===== src/rtl/ndn_pkg.sv =====
// Shared constants for the NDN SPI transmit path: packet lengths, grant encodings
// and the transmit-arbiter state encoding.
package ndn_pkg;

   localparam int INTEREST_BYTES = 9;
   localparam int DATA_BYTES     = 41;

   localparam logic [1:0] GNT_NONE = 2'b00;
   localparam logic [1:0] GNT_FIB  = 2'b01;
   localparam logic [1:0] GNT_PIT  = 2'b10;

   typedef logic [1:0] state_t;
   localparam state_t IDLE = 2'd0;
   localparam state_t SEND = 2'd1;
   localparam state_t GAP  = 2'd2;

endpackage


===== src/rtl/rr_arbiter2.sv =====
// Two-way round-robin pick: a lone requester always wins; on a tie the pointer
// decides (ptr = 0 favours FIB, ptr = 1 favours PIT).
module rr_arbiter2
   import ndn_pkg::*;
(
   input  logic [1:0] req,
   input  logic       ptr,
   output logic [1:0] grant
);

   always_comb begin
      grant = GNT_NONE;
      if (req == 2'b11)
         grant = ptr ? GNT_PIT : GNT_FIB;
      else if (req[0])
         grant = GNT_FIB;
      else if (req[1])
         grant = GNT_PIT;
   end

endmodule


===== src/rtl/spi_tx_arbiter.sv =====
// Whole-packet round-robin arbiter sharing the SPI TX byte stream between FIB and PIT.
// Define SPI_TX_TIMEOUT_EN to build the stall timeout that aborts a stuck packet.
//
// state | meaning
// IDLE  | no owner; pick a requester, register grant
// SEND  | owner's bytes pass straight through to SPI until the packet length is reached
// GAP   | grant cleared; idle GAP_CYCLES cycles before re-arbitrating
module spi_tx_arbiter
   import ndn_pkg::*;
#(
   parameter int GAP_CYCLES     = 1,
   parameter int TIMEOUT_CYCLES = 64
) (
   input  logic       clk,
   input  logic       rst,
   input  logic       fib_req,
   input  logic [7:0] fib_data,
   output logic       fib_ready,
   input  logic       pit_req,
   input  logic [7:0] pit_data,
   output logic       pit_ready,
   input  logic       spi_tx_ready,
   output logic       spi_tx_valid,
   output logic [7:0] spi_tx_data,
   output logic [1:0] grant,
   output logic       pkt_done,
   output logic       abort
);

   state_t     state;
   logic [1:0] grant_q;
   logic [5:0] byte_cnt;
   logic [3:0] gap_cnt;
   logic       ptr;

   logic [1:0] pick;
   logic       in_send;
   logic       owner_req;
   logic [7:0] owner_data;
   logic [5:0] pkt_len;
   logic       xfer;
   logic       last_byte;
   logic       timeout;

   rr_arbiter2 u_rr (
      .req   ({pit_req, fib_req}),
      .ptr   (ptr),
      .grant (pick)
   );

   always_comb begin
      owner_req  = (grant_q[0] & fib_req) | (grant_q[1] & pit_req);
      owner_data = grant_q[1] ? pit_data : (grant_q[0] ? fib_data : 8'h00);
      pkt_len    = grant_q[1] ? 6'(DATA_BYTES) : 6'(INTEREST_BYTES);
      in_send    = (state == SEND);
      xfer       = in_send && owner_req && spi_tx_ready;
      last_byte  = (byte_cnt == pkt_len - 6'd1);
   end

   assign grant        = grant_q;
   assign spi_tx_valid = in_send && owner_req;
   assign spi_tx_data  = owner_data;
   assign fib_ready    = in_send && grant_q[0] && spi_tx_ready;
   assign pit_ready    = in_send && grant_q[1] && spi_tx_ready;
   assign pkt_done     = xfer && last_byte;

`ifdef SPI_TX_TIMEOUT_EN
   localparam int STALL_W = $clog2(TIMEOUT_CYCLES + 1);

   logic [STALL_W-1:0] stall_cnt;
   logic               stall;

   // Only a missing owner byte is a stall; SPI backpressure never is.
   assign stall   = in_send && !owner_req;
   assign timeout = stall && (stall_cnt == '0);
   assign abort   = timeout;

   always_ff @(posedge clk) begin
      if (rst || !stall)
         stall_cnt <= STALL_W'(TIMEOUT_CYCLES - 1);
      else
         stall_cnt <= stall_cnt - 1'b1;
   end
`else
   assign timeout = 1'b0;
   assign abort   = 1'b0;
`endif

   always_ff @(posedge clk) begin
      if (rst) begin
         state    <= IDLE;
         grant_q  <= GNT_NONE;
         byte_cnt <= '0;
         gap_cnt  <= '0;
         ptr      <= 1'b0;
      end else begin
         case (state)
            IDLE: begin
               if (pick != GNT_NONE) begin
                  grant_q <= pick;
                  state   <= SEND;
               end
            end
            SEND: begin
               // Completion and abort both hand the next tie to the other source.
               if (timeout || (xfer && last_byte)) begin
                  byte_cnt <= '0;
                  ptr      <= grant_q[0];
                  grant_q  <= GNT_NONE;
                  gap_cnt  <= 4'(GAP_CYCLES - 1);
                  state    <= GAP;
               end else if (xfer) begin
                  byte_cnt <= byte_cnt + 6'd1;
               end
            end
            GAP: begin
               if (gap_cnt == '0)
                  state <= IDLE;
               else
                  gap_cnt <= gap_cnt - 4'd1;
            end
            default: state <= IDLE;
         endcase
      end
   end

endmodule

===== config.mk =====
export PLATFORM = sky130hd
export DESIGN_NAME = spi_tx_arbiter
export DESIGN_NICKNAME = d
export VERILOG_FILES = /design/src/rtl/ndn_pkg.sv /design/src/rtl/rr_arbiter2.sv /design/src/rtl/spi_tx_arbiter.sv
export SDC_FILE = /design/constraint.sdc
export NUM_CORES = 1
export LEC_CHECK = 0
export ABC_AREA = 1
export BUFFER_PORTS_ARGS = -buffer_cell sky130_fd_sc_hd__buf_4
export CORE_AREA = 4 4 57 59
export CTS_BUF_LIST = sky130_fd_sc_hd__clkbuf_4 sky130_fd_sc_hd__clkbuf_8 sky130_fd_sc_hd__clkbuf_16
export CTS_CLUSTER_DIAMETER = 60
export DETAILED_ROUTE_END_ITERATION = 8
export DIE_AREA = 0 0 61 63
export GPL_TIMING_DRIVEN = 1
export PLACE_DENSITY = 0.62
export REMOVE_ABC_BUFFERS = 1
export SYNTH_ARGS = -nofsm -noshare
export SYNTH_HDL_FRONTEND = slang
export SYNTH_SLANG_ARGS = --single-unit

===== constraint.sdc =====
create_clock -name clk -period 2.2 [get_ports clk]
set_input_delay 0.33 -clock clk [delete_from_list [all_inputs] [get_ports clk]]
set_output_delay 0.33 -clock clk [all_outputs]
set_load 0.1 [all_outputs]

Yosys cells after proc, flatten, opt, wreduce, memory -nomap -nowiden:

Index checks and enable logic that the tools add are counted.

* flip-flop bits (word level): 15
* output and inout bits: 15
* memory bits (writable): 0
* bits in read-only memories: 0
* input bits: 21
* memories: 0
* latch bits: 0
* logic and storage cells: 56

* div/mod/pow operators: 0
* mux-type cells: 19
* $lt $le $gt $ge: 0
* shift operators: 0
* add/sub/neg operators: 3
* bitwise gates (word level): 3
* equality and inequality tests: 8
* reductions and logical operators: 18
* multiply operators: 0

Operator list (count)
* 2-to-1 mux 2 bit: 9
* 2-to-1 mux 6 bit: 3
* 2-to-1 mux 8 bit: 2
* AND reduction 3 bit: 3
* 2-to-1 mux 4 bit: 2
* != test 2 bit, second input constant: 4
* case mux 4 bit (2 select lines): 1
* nonzero test 2 bit: 4
* logical AND 1 bit: 7
* adder 6 x 1 -> 6 bit, second input constant: 1
* equality test 6 bit: 1
* case mux 2 bit (3 select lines): 1
* subtractor 6 x 1 -> 6 bit, second input constant: 1
* equality test 2 bit, second input constant: 2
* zero test 4 bit: 1
* case mux 2 bit (2 select lines): 1
* AND reduction 2 bit: 2
* subtractor 4 x 1 -> 4 bit, second input constant: 1
* bitwise AND 1 bit: 2
* equality test 2 x 1 -> 1 bit, second input constant: 1
* zero test 2 bit: 1
* OR 1 bit: 1

Depth between registers and ports, before layout:

Gate-level depths: netlist of the first run.

* depth after elaboration: 7
* mapped depth: 11

Hierarchy:

From an unflattened synthesis of the first run, not the netlist that was laid out.

* cell total of the unflattened synthesis: 152
* area, all modules: 984.7 um^2

By module, submodules not included
* spi_tx_arbiter: cells an instance 147, seq. area each 300.3 um^2, instances 1, area each 963.4 um^2
* rr_arbiter2: cells an instance 5, seq. area each 0.0 um^2, instances 1, area each 21.3 um^2

Worst setup path after synthesis of the first run:

Ideal clock, no wire load.

* path type: reg2out
* from: register grant_q[1] (netlist: grant[1])
* to: output pit_ready
* data arrival time: 3318 ps
* setup slack: -1448 ps
* stages on the path, launching flop included: 3
* cell sequence: dfxtp_1 -> inv_2 -> nor3_1

* cells in the longest elaborated chain, start to end: 2

Ends and longest elaborated chain
* start, declared: RTL line spi_tx_arbiter.sv:31 `logic [1:0] grant_q;`
* start signal, assigned: RTL line spi_tx_arbiter.sv:100 `grant_q <= pick;`
* logical AND 1 bit (2 in series): RTL line spi_tx_arbiter.sv:64 `assign pit_ready = in_send && grant_q[1] && spi_tx_ready;`
* end, declared: RTL line spi_tx_arbiter.sv:21 `output logic pit_ready,`

No other way between the ends.

Worst setup path in the final report of the first run:

* from: register byte_cnt[0]
* to: output pkt_done

* cells in the longest elaborated chain, start to end: 2

Ends and longest elaborated chain
* start, declared: RTL line spi_tx_arbiter.sv:32 `logic [5:0] byte_cnt;`
* start signal, assigned: RTL line spi_tx_arbiter.sv:113 `byte_cnt <= byte_cnt + 6'd1;`
* equality test 6 bit: RTL line spi_tx_arbiter.sv:57 `last_byte = (byte_cnt == pkt_len - 6'd1);`
* logical AND 1 bit: RTL line spi_tx_arbiter.sv:65 `assign pkt_done = xfer && last_byte;`
* end, declared: RTL line spi_tx_arbiter.sv:26 `output logic pkt_done,`

No other way between the ends.

==> reports/qor.csv, run 1 <==
stage,metric,value,unit
worst_setup_path,cp-endpoint,pkt_done,
pwr,p_int,0.000429,W
pwr,swShare,0.407,
sta,skew,0.00507,ns
clock_network,clock-sinks,15,
drt,drc_errors,0,
pwr,p_leak,0.702,nW
cells_and_area,multiInputGateArea,627,sq um
sta,hold_viol,0,
drt,wl,2.45,mm
clock_network,post_cts.repair.setup_buffers,0,
worst_setup_path,required,1.87,ns
status,status,"complete, no violations",
floorplanning,core,2710,sq um
drt,dr.max_layer_used,met4,
clock_network,clk_latency,0.28,ns
sta,setup_viol,0,
drt,antenna_left,0,
yosys,ys_types,31,
min_path,worstHoldPathType,primary input to register,
clock_network,clk_pin_slew,0.09,ns
drt,first_pass_iters,4,
floorplanning,io_pins,36,
place,io_buffers,34,
pwr,power_density,530,nW/um^2
worst_setup_path,rr_endpoint,grant[1],
cells_and_area,seq_area,300,sq um
worst_setup_path,r2r_start,byte_cnt[0],
drt,wl_met1,1.08,mm
floorplanning,die_width,61,microns
clock_network,ctsRootBufferMaster,clkbuf_4,
clock_network,cts_buffers,3,
yosys,ys_seq_elements,15,
clock_network,cts_resized,0,
drt,wl_met3,295,microns
worst_setup_path,rrSetupSlack,0.77,ns
clock_network,h-tree-depth,1,
place,dp_hpwl,2.00,mm
yosys,yosys_warnings,0,
floorplanning,row_count,19,
worst_setup_path,crit_path_start_kind,register,
place,finalWeightedCongestion,0.832,
worst_setup_path,cp.arrival,1.65,ns
cells_and_area,final_common_cell,nand2_1,
sta,worst_hold_slack,0.248,ns
yosys,yosysSeqAreaShare,0.286,
global_routing,grt_first_pass_wirelength,4.06,mm
pwr,power_frac_comb,0.377,
pwr,switchingPower,0.000295,W
clock_network,hold_buffers,0,
pwr,clkPwrFrac,0.233,
drt,vias,1110,
cells_and_area,final_cells,231,
drt,wl_met2,1.06,mm
cells_and_area,final_core_util,0.505,
sta,final.setup.tns,0,ns
global_routing,overflow,0,
place,place_inst,227,
floorplanning,die_h,63,microns
global_routing,grt_usage,0.130,
yosys,syn_area,1050,sq um
sta,maxSlewViolCount,0,
pwr,max-vdd-ir-drop,0.374,mV
clock_network,clock_path_buffers,2,
pwr,p_seq_frac,0.390,
floorplanning,start_util,0.387,
global_routing,grt_pass1_vias,1008,
sta,rsz0062_at_grt,no,
worst_setup_path,crit_fanout,6,
worst_setup_path,crit_start,byte_cnt[0],
flow_run,cap_viol_max_count,0,
yosys,avgSynthCellArea,6.43,sq um
worst_setup_path,endpoint_kind,primary output,
worst_setup_path,setup.worst_path.class,register to primary output,
global_routing,antenna_found_initial,0,
cells_and_area,antenna_cells,0,
sta,fmax,506,MHz
cells_and_area,nets,225,
yosys,syn_inst,163,
worst_setup_path,ff2ff_path_depth,10,
floorplanning,die-area,3840,sq um
clock_network,cts_tree,yes,
drt,viasPerCell,4.81,
drt,wire_per_inst,10.6,microns
sta,fin_crit_sh,0.898,
cells_and_area,area_growth,30.4,%
drt,detail_route.iter0.violations,47,
cells_and_area,final_cell_mix,"nand2_1 (39), buf_4 (37), inv_1 (17), nor2_1 (16), dfxtp_1 (15)",
cells_and_area,final_layout_size_suffix_gt1_frac,0.330,
cells_and_area,fillerInstances,285,
sta,period_needed,1.98,ns
global_routing,grt_max_degree,13,
## worst max-delay path: stages, from the launching register on
cell,delay [ns]
dfxtp_1,0.37
inv_1,0.09
ha_1,0.16
nand2_1,0.05
nor2_1,0.16
nand2_4,0.08
nor2_4,0.14
buf_4,0.32
## registers in the layout (all words and copies together), names as in the netlist
signal	flops
byte_cnt	6
gap_cnt	4
grant	2
ptr	1
state	2
## through the flow
step	area [sq um]	setup WS (ns)	power [W]
floorplan	1020	-1.60	0.000487
finish	1370	0.224	0.000724
CTS	1370	0.206	0.000737
global placement	1340	0.562	0.000561
global route	1370	0.0919	0.000769
detailed placement	1340	0.540	0.000562
## metal layers
metal  up-vias  GRT usage
li1        591          -
met1       478      0.162
met2        39      0.213
met3         2     0.0331
met4         0     0.0434
met5         -          0
## worst min path at each step
stage	endpoint	slack, ns	from	cells after the start
2_1_floorplan	byte_cnt[5]	0.40	rst	1
3_3_place_gp	gap_cnt[1]	0.45	gap_cnt[1]	2
3_5_place_dp	gap_cnt[1]	0.46	gap_cnt[1]	2
4_1_cts	byte_cnt[5]	0.24	rst	2
5_1_grt	state[1]	0.24	rst	2
6_report	byte_cnt[5]	0.25	rst	2
## power by group through the flow
stage	Combinational (W)	Sequential (W)	Clock (W)
floorplan	0.000172	0.000315	0
global placement	0.000273	0.000288	0
detailed placement	0.000274	0.000289	0
CTS	0.000274	0.000282	0.000181
global route	0.000289	0.000283	0.000197
finish	0.000273	0.000282	0.000169
## area by class of cell
class                      instances  area share
sequential                        15       0.220
multi-input combinational        119       0.458
tap                               31      0.0284
inverter                          25      0.0686
clock buffer                       4      0.0220
timing repair buffer              37       0.203
## Yosys cell counts
cell	number	share of area
nand2_1	39	0.14
inv_1	17	0.061
nor2_1	16	0.057
dfxtp_1	15	0.29
nand3_1	13	0.062
a21oi_1	11	0.053
inv_2	8	0.029
nand2_2	6	0.036
o21ai_1	5	0.024
nor2_4	4	0.043
nor3_1	4	0.019
ha_1	3	0.036
nand4_1	2	0.012
o211ai_1	2	0.014
or2_1	2	0.012
a31oi_1	1	0.0060
buf_2	1	0.0048
buf_4	1	0.0072
buf_6	1	0.011
clkbuf_1	1	0.0036
conb_1	1	0.0036
nand2_4	1	0.011
nand3_2	1	0.0095
nor2_2	1	0.0060
nor3_2	1	0.0095
nor3b_2	1	0.012
nor4_1	1	0.0060
o21ai_0	1	0.0048
o21ai_2	1	0.0084
or2_2	1	0.0060
xor2_1	1	0.0084
## cell families (layout without fill, tap and decap cells)
logic type | Yosys count | after routing | synth area share
AO/OA/AOI/OAI | 21 | 21 | 0.110
XOR/XNOR | 1 | 1 | 0.00835
adder cells (fa/ha/maj) | 3 | 3 | 0.0358
other | 1 | 1 | 0.00358
flip-flops | 15 | 15 | 0.286
buffers and inverters | 29 | 66 | 0.116
AND/OR/NAND/NOR | 93 | 93 | 0.440
Power figures use the tool's default switching activity.
==> run 2, diff against run 1 <==
--- a/config.mk
+++ b/config.mk
@@ -7,13 +7,13 @@
 export LEC_CHECK = 0
 export ABC_AREA = 1
 export BUFFER_PORTS_ARGS = -buffer_cell sky130_fd_sc_hd__buf_4
-export CORE_AREA = 4 4 57 59
+export CORE_AREA = 4 4 50 52
 export CTS_BUF_LIST = sky130_fd_sc_hd__clkbuf_4 sky130_fd_sc_hd__clkbuf_8 sky130_fd_sc_hd__clkbuf_16
 export CTS_CLUSTER_DIAMETER = 60
 export DETAILED_ROUTE_END_ITERATION = 8
-export DIE_AREA = 0 0 61 63
+export DIE_AREA = 0 0 54 56
 export GPL_TIMING_DRIVEN = 1
-export PLACE_DENSITY = 0.62
+export PLACE_DENSITY = 0.8
 export REMOVE_ABC_BUFFERS = 1
 export SYNTH_ARGS = -nofsm -noshare
 export SYNTH_HDL_FRONTEND = slang
==> reports/qor.csv, run 2 (synthesis gave the netlist of run 1 again) <==
stage,metric,value,unit,change
clock_network,post_cts.repair.setup_buffers,0,,unchanged
floorplanning,row_count,17,,-2
global_routing,grt_pass1_vias,1032,,+2.4%
global_routing,grt_max_degree,14,,+1
place,dp_slack,0.312,ns,-0.229 ns
global_routing,antenna_found_initial,0,,unchanged
floorplanning,core,2110,sq um,-22%
clock_network,cts_tree,yes,,
drt,detail_route.iter0.violations,13,,-72%
sta,maxSlewViolCount,0,,unchanged
worst_setup_path,endpoint_kind,primary output,,
drt,vias,1116,,+0.54%
place,io_buffers,34,,unchanged
clock_network,h-tree-depth,1,,unchanged
cells_and_area,final_core_util,0.641,,+0.137
sta,skew,0.00365,ns,-0.00142 ns
floorplanning,die_h,56,microns,-11%
cells_and_area,largest_register,byte_cnt,,
worst_setup_path,required,1.87,ns,about the same
worst_setup_path,rrSetupSlack,0.74,ns,-0.03 ns
worst_setup_path,ff2ff_path_depth,7,,-3
cells_and_area,largest_reg_flops,6,,unchanged
drt,viasPerCell,4.94,,+2.8%
drt,first_pass_iters,4,,unchanged
status,status,"complete, no violations",,
worst_setup_path,setup.worst_path.class,register to primary output,,
floorplanning,die-area,3020,sq um,-21%
worst_setup_path,cpMaxStageDelayCell,dfxtp_2,,
place,finalWeightedCongestion,0.750,,-9.9%
sta,period_needed,2.06,ns,+0.0802 ns
global_routing,overflow,0,,unchanged
drt,drc_errors,0,,unchanged
cells_and_area,area_growth,28.8,%,
sta,fin_crit_sh,0.935,,+0.0365
clock_network,cts_buffers,3,,unchanged
pwr,power_density,535,nW/um^2,+1.1%
worst_setup_path,worst-path-buf-inv,1,,-1
worst_setup_path,cp-endpoint,pkt_done,,
worst_setup_path,cpMostUsedCell,nand2_1,,
drt,wire_per_inst,11.0,microns,+3.3%
clock_network,hold_buffers,0,,unchanged
drt,antenna_left,0,,unchanged
sta,hold_viol,0,,unchanged
clock_network,clock-sinks,15,,unchanged
worst_setup_path,crit_start,grant[1],,
place,dp_hpwl,2.03,mm,+1.1%
worst_setup_path,r2r_start,grant[1],,
sta,worst_hold_slack,0.245,ns,-0.00307 ns
floorplanning,start_util,0.498,,+0.111
worst_setup_path,cp.arrival,1.73,ns,+0.08 ns
global_routing,grt_first_pass_wirelength,4.15,mm,+2.2%
cells_and_area,antenna_cells,0,,unchanged
clock_network,clock_path_buffers,2,,unchanged
clock_network,cts_resized,1,,+1
worst_setup_path,rr_endpoint,gap_cnt[0],,
pwr,max-vdd-ir-drop,0.417,mV,+11%
cells_and_area,final_layout_size_suffix_gt1_frac,0.328,,-0.00172
clock_network,clk_pin_slew,0.09,ns,about the same
cells_and_area,reg_top3,"byte_cnt x6, gap_cnt x4",,
cells_and_area,design_area,1350,sq um,-1.3%
clock_network,ctsRootBufferMaster,clkbuf_4,,
worst_setup_path,critPathMaxStageDelay,0.48,ns,+0.11 ns
worst_setup_path,path_delay_family,simple AND/OR/NAND/NOR gates,,
cells_and_area,final_cells,226,,-2.2%
sta,fmax,486,MHz,-3.9%
flow_run,cap_viol_max_count,0,,unchanged
global_routing,grt_usage,0.174,,+0.0438
sta,rsz0062_at_grt,no,,
cells_and_area,nets,223,,-0.89%
cells_and_area,final_cell_mix,"nand2_1 (39), buf_4 (35), inv_1 (17), nor2_1 (16), dfxtp_1 (14)",,
worst_setup_path,crit_fanout,13,,+7
worst_setup_path,crit_path_start_kind,register,,
worst_setup_path,crit_path_cell_trace,nand2_1 > nand2_1 > nand3_2 > nor2_4 > buf_4,,
floorplanning,io_pins,36,,unchanged
place,postPlaceCellArea,1320,sq um,-1.4%
place,place_inst,222,,-2.2%
sta,layout_setup_ws,0.143,ns,-0.0802 ns
cells_and_area,final_common_cell,nand2_1,,
drt,wl,2.48,mm,+1.1%
worst_setup_path,cp_num_cells,5,,-2
sta,setup_viol,0,,unchanged
floorplanning,die_width,54,microns,-11%
pwr,p_leak,0.693,nW,-1.3%
min_path,worstHoldPathType,primary input to register,,
clock_network,clk_latency,0.28,ns,about the same
[run 2: power by group]
group	leakage [nW]	switching (W)	internal, W
logic	0.552	0.000201	0.0000675
clock network	0.0184	0.0000855	0.0000826
registers	0.122	0.00000858	0.000277
[run 2: area by class of cell]
class	count	area, sq um
Timing Repair Buffer	35	263
Sequential cell	15	302
Tap cell	28	35.0
Clock buffer	4	30.0
Fill cell	180	756
Inverter	25	93.8
Multi-Input combinational cell	119	627
[run 2: worst min-delay path by stage]
stage               startpoint           to  depth (start not counted)
detailed placement  gap_cnt[1]   gap_cnt[1]                          2
global placement    gap_cnt[1]   gap_cnt[1]                          2
floorplan                  rst  byte_cnt[5]                          1
finish                     rst   gap_cnt[1]                          2
CTS                        rst   gap_cnt[1]                          2
global route               rst  byte_cnt[5]                          2
[run 2: routing by layer]
metal	vias to the layer above	wire length, microns	part of all wire	GRT usage
met2	44	1110	0.45	0.296
met1	484	1030	0.42	0.208
met5	-	0	0	0
met3	2	321	0.13	0.0563
li1	586	-	-	-
met4	0	16	0.0065	0.0356
[run 2: through the flow]
| stage | power, W | TNS (ns) |
|---|---|---|
| after detailed placement | 0.000561 | 0 |
| final | 0.000723 | 0 |
| after global placement | 0.000556 | 0 |
| after global routing | 0.000754 | 0 |
| after CTS | 0.000727 | 0 |
| after floorplan | 0.000487 | -5.41 |
==> run 3, diff against run 2 <==
==> constraint.sdc (replaced) <==
create_clock -name clk -period 2.2 [get_ports clk]
set_input_delay 0.22 -clock clk [delete_from_list [all_inputs] [get_ports clk]]
set_output_delay 0.22 -clock clk [all_outputs]
set_load 0.1 [all_outputs]
==> reports/qor.csv, run 3 (synthesis gave the netlist of run 1 again) <==
stage,metric,value,unit,change
drt,first_pass_iters,4,,unchanged
clock_network,clock_path_buffers,2,,unchanged
cells_and_area,seq_area,302,sq um,unchanged
clock_network,cts_buffers,3,,unchanged
place,dp_slack,0.402,ns,+0.0907 ns
clock_network,clk_latency,0.28,ns,about the same
cells_and_area,fillerInstances,181,,+0.56%
global_routing,grt_busiest_layer,met2,,
flow_run,cap_viol_max_count,0,,unchanged
clock_network,clk_pin_slew,0.09,ns,about the same
worst_setup_path,cp_num_cells,5,,unchanged
sta,maxSlewViolCount,0,,unchanged
worst_setup_path,endpoint_kind,primary output,,
pwr,p_leak,0.693,nW,unchanged
sta,hold_viol,0,,unchanged
cells_and_area,final_cell_mix,"nand2_1 (39), buf_4 (35), inv_1 (17), nor2_1 (16), dfxtp_1 (14)",,
cells_and_area,largest_reg_flops,6,,unchanged
min_path,worstHoldPathType,primary input to register,,
worst_setup_path,critPathMaxStageDelay,0.48,ns,about the same
cells_and_area,final_layout_size_suffix_gt1_frac,0.328,,unchanged
worst_setup_path,setup.worst_path.class,register to primary output,,
floorplanning,core,2110,sq um,unchanged
sta,layout_setup_ws,0.245,ns,+0.102 ns
drt,wl,2.43,mm,-1.9%
clock_network,cts_tree,yes,,
floorplanning,die_h,56,microns,unchanged
worst_setup_path,required,1.98,ns,+0.11 ns
min_path,hold_end,byte_cnt[5],,
global_routing,grt_pass1_vias,996,,-3.5%
worst_setup_path,r2r_start,byte_cnt[0],,
pwr,power_density,534,nW/um^2,-0.29%
min_path,min_from,rst,,
global_routing,grt_first_pass_wirelength,4.00,mm,-3.5%
cells_and_area,nets,223,,unchanged
sta,worst_hold_slack,0.131,ns,-0.113 ns
place,dp_hpwl,1.97,mm,-2.8%
worst_setup_path,rr_endpoint,gap_cnt[3],,
drt,wire_per_inst,10.8,microns,-1.9%
global_routing,grt_use_met1,0.200,,-0.00852
worst_setup_path,cp.arrival,1.74,ns,about the same
global_routing,grt_max_degree,14,,unchanged
cells_and_area,reg_top3,"byte_cnt x6, gap_cnt x4",,
global_routing,overflow,0,,unchanged
global_routing,met3_usage,0.0375,,-0.0188
worst_setup_path,cpMostUsedCell,nand2_1,,
worst_setup_path,path_delay_family,simple AND/OR/NAND/NOR gates,,
global_routing,antenna_found_initial,0,,unchanged
worst_setup_path,crit_path_start_kind,register,,
cells_and_area,area_growth,28.8,%,unchanged
drt,viasPerCell,4.97,,+0.63%
clock_network,h-tree-depth,1,,unchanged
worst_setup_path,cpMaxStageDelayCell,dfxtp_2,,
place,finalWeightedCongestion,0.773,,+3.1%
min_path,hold_depth,2,,unchanged
worst_setup_path,rrSetupSlack,0.68,ns,-0.06 ns
floorplanning,io_pins,36,,unchanged
worst_setup_path,crit_start,grant[1],,
sta,skew,0.00726,ns,+0.00361 ns
worst_setup_path,crit_fanout,13,,unchanged
sta,setup_viol,0,,unchanged
drt,detail_route.iter0.violations,30,,+17
drt,drc_errors,0,,unchanged
pwr,max-vdd-ir-drop,0.415,mV,-0.30%
floorplanning,row_count,17,,unchanged
sta,rsz0062_at_grt,no,,
sta,fin_crit_sh,0.889,,-0.0462
cells_and_area,multiInputGateArea,627,sq um,unchanged
worst_setup_path,worst-path-buf-inv,1,,unchanged
global_routing,grt_usage,0.170,,-0.00432
status,status,"complete, no violations",,
clock_network,hold_buffers,0,,unchanged
cells_and_area,antenna_cells,0,,unchanged
drt,antenna_left,0,,unchanged
worst_setup_path,ff2ff_path_depth,10,,+3
sta,fmax,511,MHz,+5.2%
cells_and_area,final_common_cell,nand2_1,,
global_routing,grtUsageMet2,0.289,,-0.00692
clock_network,clock-sinks,15,,unchanged
floorplanning,die-area,3020,sq um,unchanged
worst_setup_path,crit_path_cell_trace,nand2_1 > nand2_1 > nand3_2 > nor2_4 > buf_4,,
cells_and_area,largest_register,byte_cnt,,
drt,vias,1123,,+0.63%
clock_network,ctsRootBufferMaster,clkbuf_4,,
sta,period_needed,1.96,ns,-0.102 ns
floorplanning,start_util,0.498,,unchanged
place,io_buffers,34,,unchanged
floorplanning,die_width,54,microns,unchanged
## run 3: area by class of cell
| class | count | area share |
|---|---|---|
| timing repair buffer | 35 | 0.195 |
| inverter | 25 | 0.0695 |
| multi-input combinational | 119 | 0.464 |
| clock buffer | 4 | 0.0222 |
| tap | 28 | 0.0260 |
| sequential | 15 | 0.223 |
## run 3: power by group
part	switching (W)	leakage [nW]	total (W)	internal, W
combinational	0.000200	0.552	0.000267	0.0000674
sequential	0.00000848	0.122	0.000286	0.000277
clock	0.0000853	0.0184	0.000168	0.0000827
total	0.000294	0.693	0.000721	0.000427
## run 3: metal layers
metal,share of wire,up-vias
li1,-,589
met1,0.42,492
met2,0.46,40
met3,0.12,2
met4,0.0016,0
met5,0,-
## run 3: worst max path at each step
stage / end
2_1_floorplan: pit_ready
3_3_place_gp: pkt_done
3_5_place_dp: pkt_done
4_1_cts: pkt_done
5_1_grt: pkt_done
6_report: pkt_done
## run 3: stage by stage
stage | TNS, ns | instance area [sq um] | utilization | total power [W] | cells
after floorplan | -4.09 | 1020 | - | 0.000487 | 159
after global placement | 0 | 1320 | 0.626 | 0.000557 | 222
after detailed placement | 0 | 1320 | 0.626 | 0.000559 | 222
after CTS | 0 | 1350 | 0.641 | 0.000731 | 226
after global routing | 0 | 1350 | 0.641 | 0.000755 | 226
final | 0 | 1350 | 0.641 | 0.000721 | 226
## run 3: repair_timing
item | CTS | global route
resized for setup | 0 | 1
endpoints found under the hold margin | 0 | 0
setup endpoints to repair | 0 | 1
setup buffers | 0 | 0
